File: src/rtl/data_offload_sync_gate.sv
// ============================================================================
// Module   : data_offload_sync_gate
// Purpose  : Holds stored read data until armed and triggered, then releases
//            frames of a programmed length to the DAC-facing AXI-Stream port.
// Revision : 1.0 - initial release
// ============================================================================
`default_nettype none

module data_offload_sync_gate #(
    parameter int DATA_WIDTH   = 128,
    parameter int LENGTH_WIDTH = 16
) (
    input  logic                    clk,
    input  logic                    reset,
    input  logic [1:0]              cfg_sync_mode,
    input  logic                    cfg_oneshot,
    input  logic [LENGTH_WIDTH-1:0] cfg_length,
    input  logic                    arm,
    input  logic                    sync_ext,
    input  logic                    sw_sync,
    input  logic                    s_axis_valid,
    output logic                    s_axis_ready,
    input  logic [DATA_WIDTH-1:0]   s_axis_data,
    output logic                    m_axis_valid,
    input  logic                    m_axis_ready,
    output logic [DATA_WIDTH-1:0]   m_axis_data,
    output logic                    m_axis_last,
    output logic [1:0]              status_state,
    output logic                    frame_done,
    output logic [7:0]              sync_ignored_cnt
);

    typedef enum logic [1:0] {
        ST_IDLE  = 2'd0,
        ST_ARMED = 2'd1,
        ST_RUN   = 2'd2
    } state_t;

    state_t                  state_q, state_d;
    logic                    sync_prev_q;
    logic [LENGTH_WIDTH-1:0] cnt_q, cnt_d;
    logic [LENGTH_WIDTH-1:0] len_q, len_d;
    logic                    frame_done_q, frame_done_d;
    logic [7:0]              ign_q, ign_d;

    logic trig;
    logic in_run;
    logic beat;
    logic last_beat;

    always_comb begin
        case (cfg_sync_mode)
            2'd0:    trig = 1'b1;
            2'd2:    trig = sw_sync;
            default: trig = sync_ext & ~sync_prev_q;
        endcase
    end

    // Zero-latency pass-through; gated off entirely outside RUN.
    assign in_run       = (state_q == ST_RUN);
    assign m_axis_valid = in_run & s_axis_valid;
    assign s_axis_ready = in_run & m_axis_ready;
    assign m_axis_data  = s_axis_data;
    assign m_axis_last  = in_run & (cnt_q == len_q);
    assign beat         = m_axis_valid & m_axis_ready;
    assign last_beat    = beat & m_axis_last;

    always_comb begin
        state_d      = state_q;
        cnt_d        = cnt_q;
        len_d        = len_q;
        frame_done_d = 1'b0;
        ign_d        = ign_q;
        case (state_q)
            ST_IDLE: begin
                if (arm) begin
                    state_d = ST_ARMED;
                    len_d   = cfg_length;
                end
            end
            ST_ARMED: begin
                if (!arm) begin
                    state_d = ST_IDLE;
                end else if (trig) begin
                    state_d = ST_RUN;
                    cnt_d   = '0;
                end
            end
            ST_RUN: begin
                if (trig && (ign_q != 8'hFF)) begin
                    ign_d = ign_q + 8'd1;
                end
                if (beat) begin
                    cnt_d = cnt_q + 1'b1;
                end
                // Frame boundary: the frame is always finished before arm is honoured.
                if (last_beat) begin
                    frame_done_d = 1'b1;
                    cnt_d        = '0;
                    len_d        = cfg_length;
                    if (!arm || cfg_oneshot) begin
                        state_d = ST_IDLE;
                    end else if (cfg_sync_mode != 2'd0) begin
                        state_d = ST_ARMED;
                    end
                end
            end
            default: state_d = ST_IDLE;
        endcase
    end

    always_ff @(posedge clk) begin
        if (reset) begin
            state_q      <= ST_IDLE;
            sync_prev_q  <= 1'b0;
            cnt_q        <= '0;
            len_q        <= '0;
            frame_done_q <= 1'b0;
            ign_q        <= 8'd0;
        end else begin
            state_q      <= state_d;
            sync_prev_q  <= sync_ext;
            cnt_q        <= cnt_d;
            len_q        <= len_d;
            frame_done_q <= frame_done_d;
            ign_q        <= ign_d;
        end
    end

    assign status_state     = state_q;
    assign frame_done       = frame_done_q;
    assign sync_ignored_cnt = ign_q;

endmodule

`default_nettype wire

File: config.mk
export PLATFORM = sky130hd
export DESIGN_NAME = data_offload_sync_gate
export DESIGN_NICKNAME = d
export VERILOG_FILES = /design/src/rtl/data_offload_sync_gate.sv
export SDC_FILE = /design/constraint.sdc
export NUM_CORES = 1
export LEC_CHECK = 0
export CORE_AREA = 4 4 112 114
export DETAILED_ROUTE_END_ITERATION = 8
export DIE_AREA = 0 0 116 118
export PLACE_DENSITY = 0.74
export SYNTH_ARGS = -nofsm -noshare
export SYNTH_HDL_FRONTEND = slang
export SYNTH_SLANG_ARGS = --single-unit
File: constraint.sdc
create_clock -name clk -period 3.24 [get_ports clk]
set_input_delay 0.81 -clock clk [delete_from_list [all_inputs] [get_ports clk]]
set_output_delay 0.81 -clock clk [all_outputs]
set_load 0.02 [all_outputs]
; Word-level counts from Yosys, hierarchy flattened
; Index checks and enable logic that the tools add are counted.
; Widths: inputs -> output; s select.
[op_classes]
n_addsub = 2
n_mul = 0
div_mod_pow = 0
n_lt_le_gt_ge = 0
eq_ne = 12
shift = 0
n_mux = 17
bitwise_logic = 8
reduce_logical = 13
[ops]
columns = cell, n
row1 = $mux 16, 6
row2 = $pmux 16 s2, 2
row3 = $add 16x1->16 const B, 1
row4 = $eq 16x16->1, 1
row5 = $mux 2, 6
row6 = $add 8x1->8 const B, 1
row7 = $ne 8x8->1 const B, 1
row8 = $reduce_and 4->1, 2
row9 = $and 1x1->1, 6
row10 = $ne 2x2->1 const B, 3
row11 = $ne 3x1->1 const B, 2
row12 = $pmux 2 s3, 1
row13 = $reduce_bool 2->1, 3
row14 = $eq 2x2->1 const B, 2
row15 = $logic_not 2->1, 2
row16 = $ne 3x3->1 const B, 1
row17 = $reduce_and 3->1, 1
row18 = $eq 2x1->1 const B, 1
row19 = $ne 2x1->1 const B, 1
row20 = $not 1->1, 2
row21 = $pmux 1 s2, 1
row22 = $reduce_and 2->1, 1
row23 = $reduce_or 2->1, 1
row24 = $logic_and 1x1->1, 1
row25 = other kinds (3), 3
[word_totals]
regBits = 44
latchBits = 0
mem_bits_rw = 0
rom_bits = 0
in_bits = 154
out_inout_bits = 142
word_cells = 58
n_memories = 0

; Logic depth before layout (Yosys ltp)
; Gate-level depths: netlist of the first run.
[logic_depth]
word_depth = 6
ltp_mapped = 7
mapped_depth_nobuf = 6

; Worst setup path after synthesis of the first run
; Ideal clock, no wire load.
[synth_timing]
path_type = input to register
from = input cfg_sync_mode[1]
to = register cnt_q[13]
setup_ns = 0.071
arrival_time_ns = 2.297
required_time_ns = 3.169
setup_slack_ns = 0.872
stages = 6
n_path_buf = 1
path_cell_list = nor3b_2 > a2111oi_4 > o2111ai_2 > buf_6 > or4_1 > a21oi_1
[synth_between]
elab_chain_cells = 4
word_cells_on_any_way = 5
cone_classes = eq/ne (2) / mux (1) / reduce/logical (2)
[synth_rtl]
columns = item, line_no
row1 = start: declaration, 15  ; input logic [1:0] cfg_sync_mode,
row2 = $eq 2x2->1 or $logic_not 2->1 (tied branches), 52  ; case (cfg_sync_mode)
row3 = $pmux 1 s2 *, 52
row4 = $ne 2x2->1 (no source line) *, --
row5 = $reduce_and 4->1 (no source line) *, --
row6 = end signal: assignment, 123  ; cnt_q <= cnt_d;
row7 = end: declaration, 41  ; logic [LENGTH_WIDTH-1:0] cnt_q, cnt_d;
; Every way passes the cells marked *; elsewhere a longest branch is shown, timed or not.
; A chain may end at the register's enable or synchronous reset.

; Worst setup path in the final report of the first run
[layout_timing]
from = register cnt_q[0]
to = output m_axis_last
[layout_between]
elab_chain_cells = 2
[layout_rtl]
columns = item, line_no
row1 = $eq 16x16->1, 64  ; assign m_axis_last = in_run & (cnt_q == len_q);
row2 = $and 1x1->1, 64
row3 = end: declaration, 27  ; output logic m_axis_last,
; No other way between the ends.

==> impl_metrics.csv, run 1 <==
group,metric,value,unit
floorplanning,initial_utilization,0.281,
floorplanning,die_w,116,µm
route,routed_wl,7090,µm
power_and_ir_drop,p_clk_frac,0.413,
min_path,worstHoldStart,"len_q[15]",
synth,synth_area_leaders,"buf_4 (30%), dfxtp_1 (27%), xor2_1 (7.1%)",
layout,drive_gt1_frac,0.0748,
worst_setup_path,r2r-end,"cnt_q[15]",
global_routing,first_global_vias,2008,
route,dr.pass1.iters,4,
global_routing,grt_max_degree,46,
timing,fin_ws,0.0905,ns
synth,syn_avg_cell_area,8.52,µm²
synth,yosysTopAreaCellShare,0.301,
timing,min_period_over_period,0.972,
global_routing,grt_usage,0.0986,
worst_setup_path,cp.depth,4,
timing,period_needed,3.15,ns
timing,tns,0,ns
power_and_ir_drop,swShare,0.229,
route,drt_iter0_markers,50,
clock_network,root_buffer,"clkbuf_16",
synth,synth-seq-area-share,0.274,
worst_setup_path,arrival,2.34,ns
layout,area_growth,-7.17,%
min_path,whs_path_depth,2,
worst_setup_path,startpoint_type,"register",
clock_network,h-tree-depth,2,
worst_setup_path,critPathBufInv,1,
power_and_ir_drop,intPower,0.940,mW
layout,diodes,0,
power_and_ir_drop,power_frac_seq,0.471,
timing,setup_viol,0,
worst_setup_path,cp_top_family,"simple AND/OR/NAND/NOR gates",
placement,io_buffers,39,
global_routing,grt_pass1_wl,10600,µm
route,drcViolationCount,0,
placement,pre_cts_ws,0.342,ns
clock_network,cts_tree,"done",
worst_setup_path,rr_startpoint,"status_state[1]",
timing,fmax,0.318,GHz
layout,layout.nets,449,
clock_network,clock-sinks,44,
clock_network,cts_hold_buffers,0,
worst_setup_path,r2r_cells,6,
timing,finClkSkew,0.00404,ns
synth,ys.warnings.count,0,
floorplanning,coreArea,0.0114,mm²
power_and_ir_drop,p_leak,1.15,nW
worst_setup_path,endpoint_kind,"primary output",
global_routing,grt_overflow,0,
placement,dpl.hpwl,5710,µm
timing,tightestPinTransition,0.894,ns
timing,slew_headroom,0.401,
worst_setup_path,rrSetupSlack,1.14,ns
synth,synth_area,0.00321,mm²
worst_setup_path,slowest_stage,"clkdlybuf4s50_1",
power_and_ir_drop,p_per_area,409,mW/mm²
floorplanning,io_pins,296,
worst_setup_path,critPathMaxStageDelay,0.65,ns
min_path,hold_end,"len_q[15]",
timing,slew_viol_final,0,
route,wire_per_inst,16.2,µm
route,viasPerCell,4.65,
timing,hold_viol,0,
flow_run,max-cap-violations,0,
clock_network,numCtsBuffers,5,
clock_network,clock_latency,0.28,ns
route,final_antenna_net_count,0,
power_and_ir_drop,p_switching,0.279,mW
synth,syn_nets,533,
outcome,status,"completed",
floorplanning,dieArea,0.0137,mm²
synth,synth_top_cell_by_area,"buf_4",
route,via_count,2032,
power_and_ir_drop,peakVddDrop,0.000190,V
synth,ys_seq_elements,44,
floorplanning,num_rows,39,
timing,rsz0062_at_grt,"false",
min_path,hp-class,"reg -> reg",
power_and_ir_drop,p_comb_frac,0.116,
clock_network,cts_buffer_depth,2,
floorplanning,die_height,118,µm
worst_setup_path,crit_required,2.43,ns
worst_setup_path,cp_max_fo,5,
synth,syn_inst,377,
global_routing,antenna_found_initial,0,
clock_network,clkTransAtPathRegs,0.06,ns
synth,ys_types,37,
worst_setup_path,worstSetupPathType,"reg -> out",
worst_setup_path,crit_chain,"xor2_1 > nor4_1 > and3_1 > clkdlybuf4s50_1",
placement,place_congestion,0.817,
[metrics by stage]
stage	instances	utilization	hold WS (ns)	power [mW]	area (µm²)
floorplan	377	-	0.463	0.891	3210
global placement	429	0.248	0.478	0.725	2830
global route	437	0.261	0.513	1.27	2980
finish	437	0.261	0.489	1.22	2980
detailed placement	429	0.248	0.482	0.727	2830
CTS	437	0.261	0.492	1.24	2980
[worst max path at each step]
stage,start,endpoint
after CTS,cnt_q[9],m_axis_last
final,cnt_q[0],m_axis_last
after detailed placement,cfg_sync_mode[1],cnt_q[8]
after global placement,cnt_q[0],m_axis_last
after global routing,cnt_q[0],m_axis_last
after floorplan,cfg_sync_mode[1],cnt_q[13]
[final cells by class]
cell class                      instances  area, µm²
Clock buffer                            6        139
Tap cell                              143        179
Sequential cell                        44        881
Fill cell                            1249       8440
Inverter                                5       18.8
Multi-Input combinational cell        191       1310
Clock inverter                          2       10.0
Timing Repair Buffer                   46        443
[worst register-to-register path, cell delays in order (launching register included)]
cell	delay, ns
dfxtp_1	0.42
nor2b_1	0.16
buf_4	0.14
and3_1	0.36
o2111ai_2	0.29
or4_1	0.54
a21oi_1	0.14
[sequential cells by signal, indices dropped and copies added, names as in the netlist]
register          cells
cnt_q                16
len_q                16
sync_ignored_cnt      8
status_state          2
frame_done            1
sync_prev_q           1
[power groups by stage]
| stage | registers [mW] | logic [mW] | clock network (mW) |
|---|---|---|---|
| global route | 0.576 | 0.154 | 0.544 |
| finish | 0.574 | 0.141 | 0.504 |
| global placement | 0.586 | 0.139 | 0 |
| floorplan | 0.584 | 0.307 | 0 |
| CTS | 0.574 | 0.141 | 0.521 |
| detailed placement | 0.586 | 0.141 | 0 |
[cell usage after synthesis]
cell type / instances
o21ai_1: 1
o31ai_1: 2
inv_1: 5
ha_1: 2
a211oi_1: 2
nand4_1: 7
or3_1: 9
xnor2_1: 2
buf_4: 129
nand4b_1: 1
buf_6: 1
nand2_1: 6
o2111ai_1: 2
o21ai_0: 13
clkbuf_1: 6
o2111ai_2: 1
nor3_1: 2
nand2b_4: 1
nor3b_2: 1
o211ai_1: 1
and3_1: 6
or4_1: 2
xor2_1: 26
mux2i_1: 16
and4_1: 3
nand3_1: 7
nand2b_1: 35
a21oi_2: 1
a2111oi_4: 1
nor2b_1: 3
nor4_1: 4
and2_1: 3
a21oi_1: 14
nor2_1: 16
buf_2: 1
or2_2: 1
dfxtp_1: 44
[logic make-up (layout without fill, tap and decap cells)]
| logic type | count (synthesis) | count (layout) | synth area share |
|---|---|---|---|
| buffers and inverters | 142 | 59 | 0.319 |
| flip-flops | 44 | 44 | 0.274 |
| adder cells (fa/ha/maj) | 2 | 2 | 0.00779 |
| AND/OR/NAND/NOR | 107 | 107 | 0.196 |
| XOR/XNOR | 28 | 28 | 0.0763 |
| AO/OA/AOI/OAI | 38 | 38 | 0.0767 |
| multiplexers | 16 | 16 | 0.0498 |
[layout by cell type (no fill, tap or decap), types with 3 or more instances in the layout]
| master | netlist | layout |
|---|---|---|
| xor2_1 | 26 | 26 |
| dfxtp_1 | 44 | 44 |
| and4_1 | 3 | 3 |
| and2_1 | 3 | 3 |
| and3_1 | 6 | 6 |
| o21ai_0 | 13 | 13 |
| nand3_1 | 7 | 7 |
| clkbuf_16 | 0 | 5 |
| mux2i_1 | 16 | 16 |
| nand2b_1 | 35 | 35 |
| nand4_1 | 7 | 7 |
| inv_1 | 5 | 5 |
| a21oi_1 | 14 | 14 |
| nor2_1 | 16 | 16 |
| nor4_1 | 4 | 3 |
| clkdlybuf4s50_1 | 0 | 39 |
| nand2_1 | 6 | 6 |
| buf_4 | 129 | 7 |
| or3_1 | 9 | 9 |
| nor2b_1 | 3 | 3 |
[metal layers]
metal	global-route usage	share of wire
met4	0.0660	0.058
met1	0.0935	0.34
met3	0.0483	0.11
met5	0	0
met2	0.165	0.50
[what timing repair did]
action	CTS	global route
setup endpoints to repair	0	1
buffers inserted	0	0
gates resized for setup	0	1
(Power assumes the default switching activity.)
==> run 2, diff against run 1 <==
--- a/config.mk
+++ b/config.mk
@@ -5,10 +5,10 @@
 export SDC_FILE = /design/constraint.sdc
 export NUM_CORES = 1
 export LEC_CHECK = 0
-export CORE_AREA = 4 4 112 114
+export CORE_AREA = 2 2 116 118
 export DETAILED_ROUTE_END_ITERATION = 8
-export DIE_AREA = 0 0 116 118
-export PLACE_DENSITY = 0.74
+export DIE_AREA = 0 0 118 120
+export PLACE_DENSITY = 0.68
 export SYNTH_ARGS = -nofsm -noshare
 export SYNTH_HDL_FRONTEND = slang
 export SYNTH_SLANG_ARGS = --single-unit
==> run 2 against run 1 <==
Against the previous run: routed wire length shrank 1.8%; via count grew 0.64%; non-clock buffer count grew 1; largest power group unchanged; total power grew 5.6%.
==> impl_metrics.csv, run 2 (synthesis results as in run 1) <==
group,metric,value,unit
worst_setup_path,rrSetupSlack,1.08,ns
global_routing,first_global_vias,2010,
flow_run,max-cap-violations,0,
clock_network,clkTransAtPathRegs,0.06,ns
clock_network,numCtsBuffers,5,
floorplanning,num_rows,42,
layout,diodes,0,
global_routing,grt_overflow,0,
global_routing,grt_pass1_wl,10800,µm
layout,mostFrequentLayoutCells,"dfxtp_1 (44), clkdlybuf4s50_1 (39), nand2b_1 (35)",
timing,min_period_over_period,0.949,
timing,hold_ws,0.492,ns
timing,slew_viol_final,0,
placement,dpl.hpwl,5660,µm
worst_setup_path,endpoint_kind,"primary output",
worst_setup_path,cp_top_family,"simple AND/OR/NAND/NOR gates",
layout,mostFrequentLayoutCell,"dfxtp_1",
worst_setup_path,crit_required,2.43,ns
placement,io_buffers,39,
timing,tightestPinTransition,0.939,ns
worst_setup_path,critPathMaxStageDelay,0.61,ns
route,dr.pass1.iters,4,
route,drt_iter0_markers,100,
clock_network,clock-sinks,44,
worst_setup_path,startpoint_type,"register",
power_and_ir_drop,p_per_area,422,mW/mm²
worst_setup_path,critPathBufInv,1,
floorplanning,die_w,118,µm
route,via_count,2045,
timing,tns,0,ns
route,final_antenna_net_count,0,
worst_setup_path,r2r-end,"cnt_q[15]",
timing,finClkSkew,0.00761,ns
clock_network,clock_latency,0.28,ns
min_path,whs_path_depth,2,
outcome,status,"completed",
min_path,hold_end,"len_q[5]",
global_routing,grt_usage,0.0960,
timing,hold_viol,0,
floorplanning,io_pins,296,
layout,finalCoreUtilization,0.235,
min_path,hp-class,"reg -> reg",
placement,placed_area,0.00288,mm²
route,drcViolationCount,0,
clock_network,post_cts_buffers,0,
worst_setup_path,crit_chain,"xor2_1 > nor4_2 > and4_1 > and3_1 > clkdlybuf4s50_1",
floorplanning,initial_utilization,0.248,
worst_setup_path,cp_max_fo,6,
clock_network,h-tree-depth,2,
floorplanning,die_height,120,µm
layout,area_growth,-5.06,%
min_path,worstHoldStart,"len_q[5]",
timing,slew_headroom,0.370,
clock_network,cts_tree,"done",
route,wire_per_inst,14.8,µm
route,viasPerCell,4.34,
power_and_ir_drop,power.total,1.29,mW
timing,setup_viol,0,
worst_setup_path,r2r_cells,6,
worst_setup_path,arrival,2.26,ns
power_and_ir_drop,p_leak,1.16,nW
worst_setup_path,rr_startpoint,"status_state[1]",
layout,stdcell_area,0.00305,mm²
power_and_ir_drop,peakVddDrop,0.000196,V
route,routed_wl,6960,µm
clock_network,root_buffer,"clkbuf_16",
timing,fmax,0.325,GHz
timing,period_needed,3.07,ns
placement,place_congestion,0.867,
timing,rsz0062_at_grt,"false",
worst_setup_path,slowest_stage,"clkdlybuf4s50_1",
layout,drive_gt1_frac,0.0780,
layout,layout.nets,450,
worst_setup_path,worstSetupPathType,"reg -> out",
global_routing,grt_max_degree,25,
floorplanning,coreArea,0.0130,mm²
global_routing,antenna_found_initial,0,
clock_network,cts_buffer_depth,2,
floorplanning,dieArea,0.0142,mm²
[run 2: changes by cell type in the layout (fill, tap and decap cells not counted), sizes merged]
cell / delta
buf: +1
bufinv: +1
clkbuf: -1
clkinv: -1
clkinvlp: +1
[run 2: through the flow]
stage	setup slack [ns]	std cells
after floorplan	0.872	377
after global placement	0.401	463
after detailed placement	0.341	463
after CTS	0.128	471
after global routing	0.0568	471
final	0.166	471
[run 2: worst max path at each step]
stage | from | endpoint | depth (start not counted)
3_5_place_dp | sync_ext | cnt_q[14] | 7
4_1_cts | cnt_q[13] | m_axis_last | 5
5_1_grt | cnt_q[13] | m_axis_last | 5
6_report | cnt_q[9] | m_axis_last | 5
2_1_floorplan | cfg_sync_mode[1] | cnt_q[13] | 6
3_3_place_gp | sync_ext | cnt_q[8] | 7
[run 2: power breakdown]
| part | switching, mW | internal (mW) | leakage [nW] | total [mW] |
|---|---|---|---|---|
| clock | 0.208 | 0.362 | 0.0798 | 0.570 |
| combinational | 0.0632 | 0.0782 | 0.718 | 0.141 |
| sequential | 0.0165 | 0.559 | 0.358 | 0.575 |
[run 2: layout make-up]
| cell class | count | area (µm²) |
|---|---|---|
| well taps | 176 | 220 |
| flip-flops and latches | 44 | 881 |
| inverters | 5 | 18.8 |
| clock buffers | 5 | 125 |
| repair buffers | 47 | 450 |
| fillers | 1408 | 9930 |
| multi-input cells | 191 | 1310 |
| clock inverters | 3 | 42.5 |
[run 2: timing repair]
action                                  in CTS  in global routing
endpoints found under the setup margin       0                  1
hold buffers                                 0                  0
gates resized for setup                      0                  1
[run 2: layer usage]
metal	track usage	share of wire	up-vias
li1	-	-	958
met1	0.0952	0.35	938
met2	0.175	0.53	122
met3	0.0456	0.11	27
met4	0.0339	0.017	0
met5	0	0	-
[run 2: worst min-delay path, delay by kind of cell (launching register included)]
kind             cells  cell delay (ns)
multiplexers         1             0.06
AND/OR/NAND/NOR      1             0.07
flip-flops           1             0.32
==> run 3, diff against run 2 <==
--- a/config.mk
+++ b/config.mk
@@ -8,6 +8,7 @@
 export CORE_AREA = 2 2 116 118
 export DETAILED_ROUTE_END_ITERATION = 8
 export DIE_AREA = 0 0 118 120
+export MAX_ROUTING_LAYER = met4
 export PLACE_DENSITY = 0.68
 export SYNTH_ARGS = -nofsm -noshare
 export SYNTH_HDL_FRONTEND = slang
==> run 3 against run 2 <==
Against the previous run: fmax up 0.14%; routed wire length is 0.96% lower; total power is 0.14% lower; critical endpoint unchanged; non-clock buffer count unchanged; die area stayed put; clock skew hardly changed; design area unchanged; sequential cell count unchanged; sequential power barely moved; via count decreased by 0.68%; cell count unchanged; register-to-register slack hardly changed.
==> impl_metrics.csv, run 3 (synthesis results as in run 1) <==
group,metric,value,unit
outcome,status,"completed",
timing,finClkSkew,0.00713,ns
floorplanning,dieArea,0.0142,mm²
clock_network,cts_tree,"done",
clock_network,root_buffer,"clkbuf_16",
worst_setup_path,startpoint_type,"register",
route,via_count,2031,
placement,dpl.hpwl,5660,µm
route,wire_per_inst,14.6,µm
floorplanning,die_height,120,µm
layout,drive_gt1_frac,0.0780,
route,drcViolationCount,0,
timing,slew_viol_final,0,
timing,fin_ws,0.170,ns
clock_network,numCtsBuffers,5,
timing,setup_viol,0,
power_and_ir_drop,p_comb_frac,0.110,
clock_network,cts_hold_buffers,0,
global_routing,busiest_layer,"met2",
route,final_antenna_net_count,0,
route,viasPerCell,4.31,
clock_network,h-tree-depth,2,
timing,tns,0,ns
layout,layout.nets,450,
worst_setup_path,cp_max_fo,6,
global_routing,met2_usage,0.175,
timing,hold_ws,0.492,ns
placement,place_congestion,0.881,
floorplanning,initial_utilization,0.248,
timing,min_period_over_period,0.947,
min_path,hp-class,"reg -> reg",
timing,tightestPinTransition,0.879,ns
power_and_ir_drop,swShare,0.223,
power_and_ir_drop,p_per_area,421,mW/mm²
layout,mostFrequentLayoutCell,"dfxtp_1",
clock_network,cts_buffer_depth,2,
clock_network,clock_latency,0.28,ns
placement,placed_area,0.00288,mm²
placement,io_buffers,39,
timing,rsz0062_at_grt,"false",
floorplanning,io_pins,296,
global_routing,grt_usage,0.0985,
timing,slew_headroom,0.410,
timing,period_needed,3.07,ns
flow_run,max-cap-violations,0,
floorplanning,coreArea,0.0130,mm²
power_and_ir_drop,peakVddDrop,0.000195,V
global_routing,grt_max_degree,25,
timing,fmax,0.326,GHz
route,drt_iter0_markers,104,
clock_network,clock-sinks,44,
global_routing,gr-usage-met1,0.0947,
global_routing,first_global_vias,2017,
global_routing,grt_overflow,0,
global_routing,antenna_found_initial,0,
worst_setup_path,r2r_cells,6,
layout,diodes,0,
route,dr.pass1.iters,4,
power_and_ir_drop,p_leak,1.16,nW
worst_setup_path,worstSetupPathType,"reg -> out",
worst_setup_path,crit_required,2.43,ns
placement,pre_cts_ws,0.341,ns
layout,stdcell_area,0.00305,mm²
power_and_ir_drop,p_switching,0.286,mW
clock_network,clkTransAtPathRegs,0.06,ns
power_and_ir_drop,power.total,1.29,mW
floorplanning,die_w,118,µm
layout,area_growth,-5.06,%
route,routed_wl,6890,µm
worst_setup_path,arrival,2.26,ns
power_and_ir_drop,power_frac_seq,0.448,
global_routing,grt_use_met3,0.0456,
power_and_ir_drop,intPower,0.999,mW
layout,mostFrequentLayoutCells,"dfxtp_1 (44), clkdlybuf4s50_1 (39), nand2b_1 (35)",
min_path,whs_path_depth,2,
worst_setup_path,endpoint_kind,"primary output",
timing,hold_viol,0,
floorplanning,num_rows,42,
global_routing,grt_pass1_wl,10700,µm
power_and_ir_drop,p_clk_frac,0.443,
[run 3: cell counts in the layout (fill, tap and decap cells not counted)]
No cell type changed its count.
[run 3: worst paths after layout]
path,startpoint,to,slack [ns]
setup / recovery,cnt_q[9],m_axis_last,0.17
hold / removal,len_q[5],len_q[5],0.49
setup reg to reg,status_state[1],cnt_q[15],1.08
hold reg to reg,len_q[5],len_q[5],0.49
[run 3: what timing repair did]
action,4_1_cts,5_1_grt
buffers inserted,0,0
resized for setup,0,1
endpoints found under the setup margin,0,1
[run 3: per-layer routing]
layer,routed length (µm),part of all wire,vias to the layer above
li1,-,-,957
met1,2470,0.36,935
met2,3630,0.53,112
met3,677,0.098,27
met4,116,0.017,0
met5,0,0,-
[run 3: worst max-delay path: stages, from the launching register on]
cell and delay, ns:
dfxtp_1 0.36, xor2_1 0.19, nor4_2 0.33, and4_1 0.29
and3_1 0.19, clkdlybuf4s50_1 0.61
[run 3: power groups by stage]
stage | Clock (mW) | Sequential (mW) | Combinational (mW)
after global placement | 0 | 0.587 | 0.139
after CTS | 0.585 | 0.575 | 0.141
after global routing | 0.609 | 0.577 | 0.155
final | 0.569 | 0.575 | 0.141
after floorplan | 0 | 0.584 | 0.307
after detailed placement | 0 | 0.587 | 0.140
[run 3: area by class of cell]
class | count | area [µm²]
Timing Repair Buffer | 47 | 450
Tap cell | 176 | 220
Clock buffer | 5 | 125
Clock inverter | 3 | 42.5
Inverter | 5 | 18.8
Multi-Input combinational cell | 191 | 1310
Fill cell | 1408 | 9930
Sequential cell | 44 | 881
[run 3: metrics by stage]
stage	instances	utilization
2_1_floorplan	377	-
3_3_place_gp	463	0.222
3_5_place_dp	463	0.222
4_1_cts	471	0.235
5_1_grt	471	0.235
6_report	471	0.235
